`config.mk`:
```
export PLATFORM = sky130hd
export DESIGN_NAME = fft_bfly_sched
export DESIGN_NICKNAME = d
export VERILOG_FILES = /design/src/rtl/fft_bfly_sched.sv
export SDC_FILE = /design/constraint.sdc
export NUM_CORES = 1
export LEC_CHECK = 0
export BUFFER_PORTS_ARGS = -buffer_cell sky130_fd_sc_hd__buf_4
export CAP_MARGIN = 20
export CORE_UTILIZATION = 25
export DETAILED_ROUTE_END_ITERATION = 10
export SYNTH_ARGS = -nofsm -noshare
export SYNTH_HDL_FRONTEND = slang
export SYNTH_SLANG_ARGS = --single-unit
```
`constraint.sdc`:
```
create_clock -name clk -period 1.4 [get_ports clk]
set_clock_uncertainty 0.05 [all_clocks]
set_input_delay 0.21 -clock clk [delete_from_list [all_inputs] [get_ports clk]]
set_output_delay 0.21 -clock clk [all_outputs]
set_load 0.005 [all_outputs]
```
`src/rtl/fft_bfly_sched.sv`:
```
// fft_bfly_sched: stage/butterfly sequencer for an in-place radix-2 DIF FFT.
// Drives a sync-read RAM (1-cycle latency) and a two-cycle sum/diff butterfly unit.
// Optional stall input enabled by defining FFT_BFLY_SCHED_HOLD_EN.
module fft_bfly_sched #(
  parameter  int DATA_FFT_SIZE   = 16,
  parameter  int FFT_POINTS_LOG2 = 3,
  localparam int L               = FFT_POINTS_LOG2,
  localparam int SW              = (FFT_POINTS_LOG2 > 1) ? $clog2(FFT_POINTS_LOG2) : 1
) (
  input  logic          clk,
  input  logic          rst_n,
  input  logic          start,
`ifdef FFT_BFLY_SCHED_HOLD_EN
  input  logic          hold,
`endif
  output logic          busy,
  output logic          done,
  output logic [SW-1:0] stage,
  output logic          stage_done,
  output logic          rd_valid,
  output logic [L-1:0]  rd_addr0,
  output logic [L-1:0]  rd_addr1,
  output logic          bf_en,
  output logic [L-2:0]  tw_idx,
  output logic          wr_en,
  output logic [L-1:0]  wr_addr0,
  output logic [L-1:0]  wr_addr1
);

  typedef enum logic [1:0] {S_IDLE, S_RUN, S_DRAIN, S_DONE} state_t;

  localparam logic [L-1:0]  ONE   = L'(1);
  localparam logic [L-1:0]  HALF  = ONE << (L - 1);
  localparam logic [L-2:0]  KLAST = '1;
  localparam logic [SW-1:0] SLAST = SW'(L - 1);

  generate
    if (FFT_POINTS_LOG2 < 2) begin : g_bad_points
      $error("fft_bfly_sched: FFT_POINTS_LOG2 must be >= 2");
    end
    if (DATA_FFT_SIZE < 1) begin : g_bad_width
      $error("fft_bfly_sched: DATA_FFT_SIZE must be >= 1");
    end
  endgenerate

  state_t           r_state, w_state_nxt;
  logic [L-2:0]     r_k;           // butterfly index within stage
  logic             r_ph;          // 0: first read cycle of a pair, 1: second
  logic [SW-1:0]    r_stage;
  logic             r_stage_done;
  logic [3:1]       r_vld_pipe;    // pair launch -> write-back (3 cycles)
  logic [3:1][L-1:0] r_wa0, r_wa1;
  logic             r_bf_en;
  logic [L-2:0]     r_tw;

  logic             w_hold, w_rd, w_issue, w_stage_end;
  logic [L-1:0]     w_span, w_mask, w_k, w_a0, w_a1;
  logic [L-2:0]     w_tw;

`ifdef FFT_BFLY_SCHED_HOLD_EN
  assign w_hold = hold;
`else
  assign w_hold = 1'b0;
`endif

  // Hold only bites on the first cycle of a pair, so bf_en always comes in pairs.
  assign w_rd        = (r_state == S_RUN) && !(!r_ph && w_hold);
  assign w_issue     = w_rd && !r_ph;
  assign w_stage_end = (r_state == S_DRAIN) && r_vld_pipe[3];

  // Butterfly addressing: a0 is k with a 0 inserted at the span bit, a1 sets it.
  always_comb begin
    w_span = HALF >> r_stage;
    w_mask = w_span - ONE;
    w_k    = {1'b0, r_k};
    w_a0   = ((w_k & ~w_mask) << 1) | (w_k & w_mask);
    w_a1   = w_a0 | w_span;
    w_tw   = (r_k & w_mask[L-2:0]) << r_stage;
  end

  // State register.
  always_ff @(posedge clk or negedge rst_n) begin
    if (!rst_n) r_state <= S_IDLE;
    else        r_state <= w_state_nxt;
  end

  // Next-state: drain waits for the stage's last write before the next stage reads.
  always_comb begin
    w_state_nxt = r_state;
    case (r_state)
      S_IDLE:  if (start) w_state_nxt = S_RUN;
      S_RUN:   if (w_rd && r_ph && (r_k == KLAST)) w_state_nxt = S_DRAIN;
      S_DRAIN: if (r_vld_pipe[3]) w_state_nxt = (r_stage == SLAST) ? S_DONE : S_RUN;
      S_DONE:  w_state_nxt = S_IDLE;
      default: w_state_nxt = S_IDLE;
    endcase
  end

  // Butterfly / stage counters.
  always_ff @(posedge clk or negedge rst_n) begin
    if (!rst_n) begin
      r_k          <= '0;
      r_ph         <= 1'b0;
      r_stage      <= '0;
      r_stage_done <= 1'b0;
    end else begin
      r_stage_done <= w_stage_end;
      if (r_state == S_IDLE) begin
        r_k  <= '0;
        r_ph <= 1'b0;
      end else if (w_rd) begin
        r_ph <= ~r_ph;
        if (r_ph) r_k <= r_k + (L-1)'(1);
      end
      if (w_stage_end) r_stage <= (r_stage == SLAST) ? '0 : r_stage + SW'(1);
    end
  end

  // Unit enable / twiddle follow reads by one cycle; write-back follows launch by three.
  always_ff @(posedge clk or negedge rst_n) begin
    if (!rst_n) begin
      r_vld_pipe <= '0;
      r_wa0      <= '0;
      r_wa1      <= '0;
      r_bf_en    <= 1'b0;
      r_tw       <= '0;
    end else begin
      r_vld_pipe <= {r_vld_pipe[2:1], w_issue};
      r_wa0      <= {r_wa0[2:1], w_a0};
      r_wa1      <= {r_wa1[2:1], w_a1};
      r_bf_en    <= w_rd;
      if (w_issue) r_tw <= w_tw;
    end
  end

  assign busy       = (r_state != S_IDLE);
  assign done       = (r_state == S_DONE);
  assign stage      = r_stage;
  assign stage_done = r_stage_done;
  assign rd_valid   = w_rd;
  assign rd_addr0   = w_rd ? w_a0 : '0;
  assign rd_addr1   = w_rd ? w_a1 : '0;
  assign bf_en      = r_bf_en;
  assign tw_idx     = r_bf_en ? r_tw : '0;
  assign wr_en      = r_vld_pipe[3];
  assign wr_addr0   = r_vld_pipe[3] ? r_wa0[3] : '0;
  assign wr_addr1   = r_vld_pipe[3] ? r_wa1[3] : '0;

endmodule

```
# ---- Yosys cells after proc, flatten, opt, wreduce, memory -nomap -nowiden
# Index checks and enable logic that the tools add are counted.
dict set report word_totals {
  reg_bits 32
  input_bits 3
  out_inout_bits 22
  word_cells 61
}
dict set report classes {
  addsub 3
  eq_ne 8
  shifts 2
  muxes 16
  n_bitwise 7
  n_reduce_logical 11
}
# cell count
set ops {}
lappend ops {{$mux W2} 9}
lappend ops {{$mux W3} 4}
lappend ops {{$eq A2 B2 Y1 const B} 4}
lappend ops {{$pmux W2 S4} 1}
lappend ops {{$or A3 B3 Y3} 2}
lappend ops {{$reduce_bool A2 Y1} 3}
lappend ops {{$add A2 B1 Y2 const B} 2}
lappend ops {{$and A2 B2 Y2} 2}
lappend ops {{$logic_and A1 B1 Y1} 4}
lappend ops {{$ne A2 B2 Y1 const B} 2}
lappend ops {{$and A2 B3 Y3} 1}
lappend ops {{$reduce_and A3 Y1} 1}
lappend ops {{$shr A3 B2 Y3 const A} 1}
lappend ops {{$sub A3 B1 Y3 const B} 1}
lappend ops {{$eq A2 B1 Y1 const B} 1}
lappend ops {{$logic_not A2 Y1} 1}
lappend ops {{$mux W1} 2}
lappend ops {{$ne A2 B1 Y1 const B} 1}
lappend ops {{$not A2 Y2} 1}
lappend ops {{$reduce_and A2 Y1} 1}
lappend ops {{$shl A2 B2 Y2} 1}
lappend ops {{$logic_not A1 Y1} 1}
lappend ops {{$not A1 Y1} 1}

# ---- Depth between registers and ports, before layout
# Gate-level depths: netlist (run 1).
dict set report depth {
  ltp_word 7
  mapped_depth 6
  ltp_nobuf 6
}

# ---- Worst setup path before layout (run 1)
# Ideal clock, no wire load.
dict set report synth_path {
  kind {reg-to-output}
  startpoint {register r_stage[0], in the netlist stage[0]}
  endpoint {output rd_addr1[1]}
  arrival_time_ps 1179
  required_ps 1140
  path_slack_ps -39
  stages_incl_launch_ff 6
  n_path_buf 0
  path_cell_list {dfrtp_1 > inv_1 > ha_1 > nor2b_1 > a21oi_1 > a21oi_1}
}
dict set report synth_between {
  elab_chain_len 7
  word_cells_on_any_way 8
  cone_classes {add/sub (1); shift (1); mux (1); bitwise (5)}
}
# item line_no
set synth_rtl {}
lappend synth_rtl {{start, declared} 49} ;# logic [SW-1:0] r_stage;
lappend synth_rtl {{start signal, assigned} 115} ;# if (w_stage_end) r_stage <= (r_stage == SLAST) ? '0 : r_stage + SW'(1);
lappend synth_rtl {{$shr A3 B2 Y3 (*)} 73} ;# w_span = HALF >> r_stage;
lappend synth_rtl {{$sub A3 B1 Y3} 74} ;# w_mask = w_span - ONE;
lappend synth_rtl {{$not A2 Y2} 76} ;# w_a0 = ((w_k & ~w_mask) << 1) | (w_k & w_mask);
lappend synth_rtl {{$and A2 B2 Y2} 76}
lappend synth_rtl {{$or A3 B3 Y3} 76}
lappend synth_rtl {{$or A3 B3 Y3 (*)} 77} ;# w_a1 = w_a0 | w_span;
lappend synth_rtl {{$mux W3 (*)} 142} ;# assign rd_addr1 = w_rd ? w_a1 : '0;
lappend synth_rtl {{end, declared} 22} ;# output logic [L-1:0] rd_addr1,
# Mark *: on every way between the ends. The rest lies on a longest branch, timed or not.

# ---- Worst setup path after layout (run 1)
dict set report layout_path {
  startpoint {register r_stage[0], in the netlist stage[0]}
  endpoint {output rd_addr1[0]}
}
dict set report layout_between {
  elab_chain_len 6
}
# item line_no
set layout_rtl {}
lappend layout_rtl {{$shr A3 B2 Y3 (*)} 73}
lappend layout_rtl {{$sub A3 B1 Y3} 74}
lappend layout_rtl {{$and A2 B3 Y3} 76}
lappend layout_rtl {{$or A3 B3 Y3} 76}
lappend layout_rtl {{$or A3 B3 Y3 (*)} 77}
lappend layout_rtl {{net w_a1[0]} 57} ;# logic [L-1:0] w_span, w_mask, w_k, w_a0, w_a1;
lappend layout_rtl {{$mux W3 (*)} 142}
# Mark *: on every way through the listed nets, which the timed path passes. The rest lies on a longest branch.

==> results of run 1 <==
==> registers in the layout, indices dropped and copies added, names as in the netlist <==
signal and count:
r_wa1 9, r_tw 2, stage_done 1, r_vld_pipe 3
r_k 2, bf_en 1, r_state 2, r_wa0 9
r_ph 1, stage 2
==> how the worst max path moves through the flow <==
stage / start / end / slack (ns) / cells after the start
floorplan: stage[0] / rd_addr1[1] / 0.02 / 5
global placement: stage[1] / rd_addr1[1] / -0.03 / 6
detailed placement: stage[1] / rd_addr1[1] / -0.08 / 6
CTS: stage[0] / rd_addr1[0] / -0.34 / 5
global route: stage[1] / rd_addr1[1] / -0.41 / 6
finish: stage[0] / rd_addr1[0] / -0.33 / 5
==> worst max-delay path, stage by stage (launching register included) <==
cell and delay, ns:
dfrtp_1 0.36, inv_2 0.07, ha_2 0.21, or2_2 0.29, and2_1 0.14, buf_4 0.13
==> metrics by stage <==
step / setup slack [ns] / cell area [sq um] / std cells
floorplan: 0.0241 / 1200 / 95
global placement: -0.0313 / 1530 / 182
detailed placement: -0.0818 / 1530 / 182
CTS: -0.336 / 1730 / 195
global route: -0.408 / 1830 / 203
finish: -0.329 / 1830 / 203
==> metal layers <==
layer / part of all wire / vias to the layer above
li1: - / 415
met1: 0.40 / 418
met2: 0.54 / 23
met3: 0.044 / 4
met4: 0.0095 / 0
met5: 0 / -
==> logic make-up (layout without fill, tap and decap cells) <==
logic type	Yosys count	after routing	synth area share
AO/OA/AOI/OAI	12	12	0.0556
adder cells (fa/ha/maj)	4	4	0.0419
buffers and inverters	10	66	0.0388
flip-flops	32	32	0.671
multiplexers	3	3	0.0304
AND/OR/NAND/NOR	34	34	0.162
==> repair_timing <==
| item | in CTS | in global routing |
|---|---|---|
| resized for setup | 18 | 12 |
| hold buffers | 1 | 0 |
| hold endpoints to repair | 32 | 0 |
| pin swaps | 2 | 5 |
| setup buffers | 4 | 8 |
| endpoints found under the setup margin | 13 | 14 |
==> final cells by class <==
| cell class | instances | area, sq um | share of cell area |
|---|---|---|---|
| Timing Repair Buffer | 50 | 419 | 0.229 |
| Inverter | 8 | 32.5 | 0.0177 |
| Tap cell | 52 | 65.1 | 0.0355 |
| Clock inverter | 2 | 10.0 | 0.00546 |
| Clock buffer | 6 | 82.6 | 0.0451 |
| Sequential cell | 32 | 801 | 0.437 |
| Multi-Input combinational cell | 53 | 423 | 0.231 |
==> synthesized netlist by cell type, drive strengths merged <==
master	number	area [sq um]
o21ai	8	40.0
nand3	2	10.0
nor2b	2	12.5
a21o	1	7.51
ha	4	50.1
nor2	4	22.5
and2	11	68.8
o41ai	1	8.76
nand2	6	22.5
inv	8	30.0
a21oi	2	10.0
dfrtp	32	801
buf	2	16.3
nor3	1	5.00
mux2	2	26.3
or2	2	12.5
nand2b	4	25.0
mux2i	1	10.0
nand3b	2	15.0
==> layout by cell type, fill, tap and decap left out, drive strengths merged <==
cell / synthesis / layout
inv: 8 / 8
dlygate4sd3: 0 / 1
mux2: 2 / 2
nor2: 4 / 4
nand2: 6 / 6
or2: 2 / 2
clkinv: 0 / 2
ha: 4 / 4
dfrtp: 32 / 32
nand3: 2 / 2
o41ai: 1 / 1
nand3b: 2 / 2
o21ai: 8 / 8
mux2i: 1 / 1
a21oi: 2 / 2
nor3: 1 / 1
nor2b: 2 / 2
and2: 11 / 11
a21o: 1 / 1
buf: 2 / 49
nand2b: 4 / 4
clkbuf: 0 / 6
==> power by group through the flow <==
stage	combinational [mW]	sequential, mW	clock, mW
2_1_floorplan	0.655	1.40	0
3_3_place_gp	1.27	1.42	0
3_5_place_dp	1.31	1.44	0
4_1_cts	1.51	1.42	0.748
5_1_grt	1.94	1.48	0.797
6_report	1.79	1.43	0.710
==> out/qor.txt, run 1 <==
CTS tree: yes
Worst Setup Slack, final: -0.329 ns
Psw: 1.22 mW
Cell variety after synth: 22
Final setup TNS: -1.70 ns
Core area: 4470 sq um
Setup-failing EPs final: 7
Starting DRT DRC Count: 61
Startpoint class of the critical path: flip-flop
Cells after Synth: 95
Mean Syn Cell Area: 12.6 sq um
Hold path cells: 3
Crit path arrival time: 1.47 ns
Clock latency on the worst-skew pair: 0.28 ns
Initial Util: 0.267
Clock Power Share: 0.180
Comb power frac: 0.455
Total I/O pin count: 25
Startpoint of the worst register-to-register path: stage[0]
Antenna-violating nets left: 0
Global-route wire length before repair: 4220 microns
#FFs+latches synth: 32
Area Growth Syn to Fin: 53.6%
Total power: 3.94 mW
Total Routing Usage GR: 0.116
Fin. max-slew vios: 0
Maximum clock frequency: 578 MHz
Met2 usage: 0.187
Antenna violations before repair: 0
Final Cycle Share: 1.24
Worst-path clk slew: 0.06 ns
Vias in the first global route: 875
DP HPWL: 1690 microns
Crit Path Max Fanout: 3
Layout cell share with drive strength beyond 1: 0.517
Synth Warn #: 0
Violated checks: DRC, setup timing
M1 GR Usage: 0.129
Max-cap viol count: 0
Total Die Area: 5060 sq um
CP endpoint kind: output port
Mapped cell area: 1190 sq um
Leak: 0.926 nW
R2R setup slack: 0.07 ns
Clock Path Buffers: 2
Number of cells on the worst reg-to-reg path: 6
Fin Hold WS: 0.200 ns
Pre-antenna DRT Iters: 7
Root buffer cell: clkbuf_8
Slew headroom: 0.735
Nets: 157
Min-delay worst type: primary input to flip-flop
Die Span X: 71.1 microns
CP Class: flip-flop to output port
CTS Buf Count: 5
Net Sw Frac: 0.309
Status: complete, but fails checks
Largest net degree at the start of global routing: 33
WL/cell: 12.4 microns
Final critical-path required period: 1.73 ns
GRT busiest layer: met2
Routed via count: 860
Worst flop-to-flop path endpoint: r_tw[1]
Final WL: 2530 microns
Worst-margin pin slew: 0.397 ns
Fill cells: 419
Worst hold path startpoint: start
Post-DR vias/cell: 4.24
Die Ht: 71.1 microns
Max VDD drop: 0.000590 V
Cell Pwr Density: 2150 nW/um^2
Unrepaired setup endpoints after global routing: yes
Final Hold Viols: 0
CTS H-tree depth: 2
ANT cells: 0
GP Congestion: 0.789
DRC violations left: 3
I/O Buffers: 24
Cell internal pwr: 2.72 mW
Final Core Density: 0.410
GR Util met3: 0.0470
Post-Syn Nets: 102
Hold endpoint: r_state[0]
Sequential share of power: 0.364
FP Rows: 24
Grt ovf: 0
CP required: 1.14 ns
# clock sinks: 32
Sequential fraction of the synthesis area: 0.671
Power figures use the tool's default switching activity.
==> inputs of run 2 (changes only) <==
- CORE_UTILIZATION: 25 -> 47
- PLACE_DENSITY: default -> 0.73
==> run 2 against run 1 <==
  * Sequential share of layout area is essentially flat
  * Total power is essentially flat
  * Critical endpoint is now rd_addr1[1]
  * Non-clock buffer count unchanged
  * The run ends with setup timing left
  * Register-to-register slack worse by 0.35 ns
  * Largest cell class unchanged
  * Count of clock-buffer cells in the layout increased by 1
  * Global-route usage increased by 8.9 points
  * Utilization rose by 39 points
  * Via count rose by 4.5%
  * Die area is 46% lower
  * Flip-flop and latch count unchanged
  * Fmax is 5.8% lower
  * Combinational power is 7% higher
==> out/qor.txt, run 2 (synthesis gave the netlist of run 1 again) <==
Final Cycle Share: 1.31
Pre-antenna DRT Iters: 4
Routed via count: 899
Antenna-violating nets left: 0
Clock Power Share: 0.146
Sequential share of power: 0.370
Starting DRT DRC Count: 18
Slew headroom: 0.740
Placed cell areas: 1490 sq um
Leak: 0.937 nW
Number of cells on the worst reg-to-reg path: 7
Max VDD drop: 0.00163 V
Final critical-path required period: 1.84 ns
Area Growth Syn to Fin: 53.5%
Post-DR vias/cell: 5.02
Worst Setup EP: rd_addr1[1]
Fin Hold WS: 0.174 ns
Worst Setup Slack, final: -0.436 ns
I/O Buffers: 24
Grt ovf: 0
Status: complete, but fails checks
Unrepaired setup endpoints after global routing: yes
Cell Chain, Critical Path: inv_2 -> ha_4 -> nor2b_4 -> a21oi_4 -> a21oi_2 -> buf_4
Area of the multi-input gates: 455 sq um
Startpoint class of the critical path: flip-flop
CTS Buf Count: 5
Cell internal pwr: 2.69 mW
Net Sw Frac: 0.318
Worst-path clk slew: 0.10 ns
Psw: 1.25 mW
R2R setup slack: -0.28 ns
Layout cell share with drive strength beyond 1: 0.550
CP peak stage delay: 0.41 ns
Final WL: 2860 microns
CP required: 1.14 ns
CP Class: flip-flop to output port
Critical Path Stages: 6
Worst-margin pin slew: 0.390 ns
DRC violations left: 0
Total Die Area: 2750 sq um
Die Span X: 52.4 microns
CP endpoint kind: output port
Root buffer cell: clkbuf_4
FP Rows: 17
Total I/O pin count: 25
Clock Path Buffers: 2
Clock latency on the worst-skew pair: 0.33 ns
Fill cells: 128
Worst flop-to-flop path endpoint: r_tw[1]
Global-route wire length before repair: 3800 microns
ANT cells: 0
Design Area, Final: 1830 sq um
# clock sinks: 32
Crit Path Max Fanout: 3
Maximum clock frequency: 545 MHz
WL/cell: 16.0 microns
DP HPWL: 1550 microns
Fin. max-slew vios: 0
Vias in the first global route: 823
GP Congestion: 0.760
Violated checks: setup timing
Core area: 2300 sq um
Max-cap viol count: 0
Largest registers: r_wa0 x9, r_wa1 x9, r_vld_pipe x3
Antenna violations before repair: 0
Crit path max-delay cell type: dfrtp_1
Comb power frac: 0.484
CTS H-tree depth: 2
Setup-failing EPs final: 13
Min-delay worst type: primary input to flip-flop
Final Hold Viols: 0
Crit-path leading delay family: flip-flops
Largest net degree at the start of global routing: 33
Crit path arrival time: 1.58 ns
CTS tree: yes
Nets: 158
Buf/Inv on CP: 2
Sequential cell area: 801 sq um
Most frequent cells in the layout: dfrtp_1, buf_4, buf_6
Startpoint of the worst register-to-register path: stage[0]
Total Routing Usage GR: 0.204
Critical path startpoint: stage[0]
Cell Pwr Density: 2150 nW/um^2
Die Ht: 52.4 microns
Most common cell after layout, fill and taps aside: dfrtp_1
Initial Util: 0.520
[run 2: what timing repair did]
item	4_1_cts	5_1_grt
gates cloned	0	1
hold buffers	1	0
pin swaps	2	6
setup buffers	2	12
resized for setup	10	33
endpoints found under the setup margin	16	20
hold endpoints to repair	32	0
[run 2: final cells by class]
class,instances,share of cell area
well taps,28,0.0191
flip-flops and latches,32,0.437
clock buffers,7,0.0355
inverters,8,0.0164
multi-input cells,54,0.249
repair buffers,50,0.243
[run 2: routing by layer]
layer	wire length (microns)	track usage	vias to the layer above
li1	-	-	415
met4	61	0.0789	0
met5	0	0	-
met2	1440	0.346	31
met3	128	0.0783	7
met1	1230	0.230	446
[run 2: how the worst min path moves through the flow]
stage / start / cells past startpoint / end
floorplan: rst_n / 0 / bf_en
global placement: rst_n / 1 / r_wa1[7]
detailed placement: rst_n / 1 / r_wa1[8]
CTS: start / 3 / r_state[0]
global route: start / 3 / r_state[0]
finish: start / 3 / r_state[0]
[run 2: metrics by stage]
stage | instances | total power [mW] | TNS [ns] | util | setup WS, ns
detailed placement | 157 | 2.73 | -0.266 | 0.648 | -0.0869
finish | 179 | 3.94 | -3.14 | 0.797 | -0.436
global route | 179 | 4.18 | -4.00 | 0.797 | -0.478
floorplan | 95 | 2.05 | 0 | - | 0.0241
CTS | 167 | 3.38 | -2.60 | 0.706 | -0.378
global placement | 157 | 2.66 | -0.0802 | 0.648 | -0.0387
[run 2: worst reg2reg max path, stage by stage, from the launching register on]
cell and delay, ns:
dfrtp_1 0.41, inv_2 0.12, ha_4 0.23, nor2b_4 0.14, buf_4 0.13, buf_6 0.08
mux2i_1 0.08, o41ai_2 0.34
[run 2: power groups by stage]
stage | registers [mW] | clock network, mW | logic (mW)
floorplan | 1.40 | 0 | 0.655
global placement | 1.41 | 0 | 1.26
detailed placement | 1.43 | 0 | 1.30
CTS | 1.42 | 0.577 | 1.39
global route | 1.49 | 0.624 | 2.07
finish | 1.46 | 0.573 | 1.91
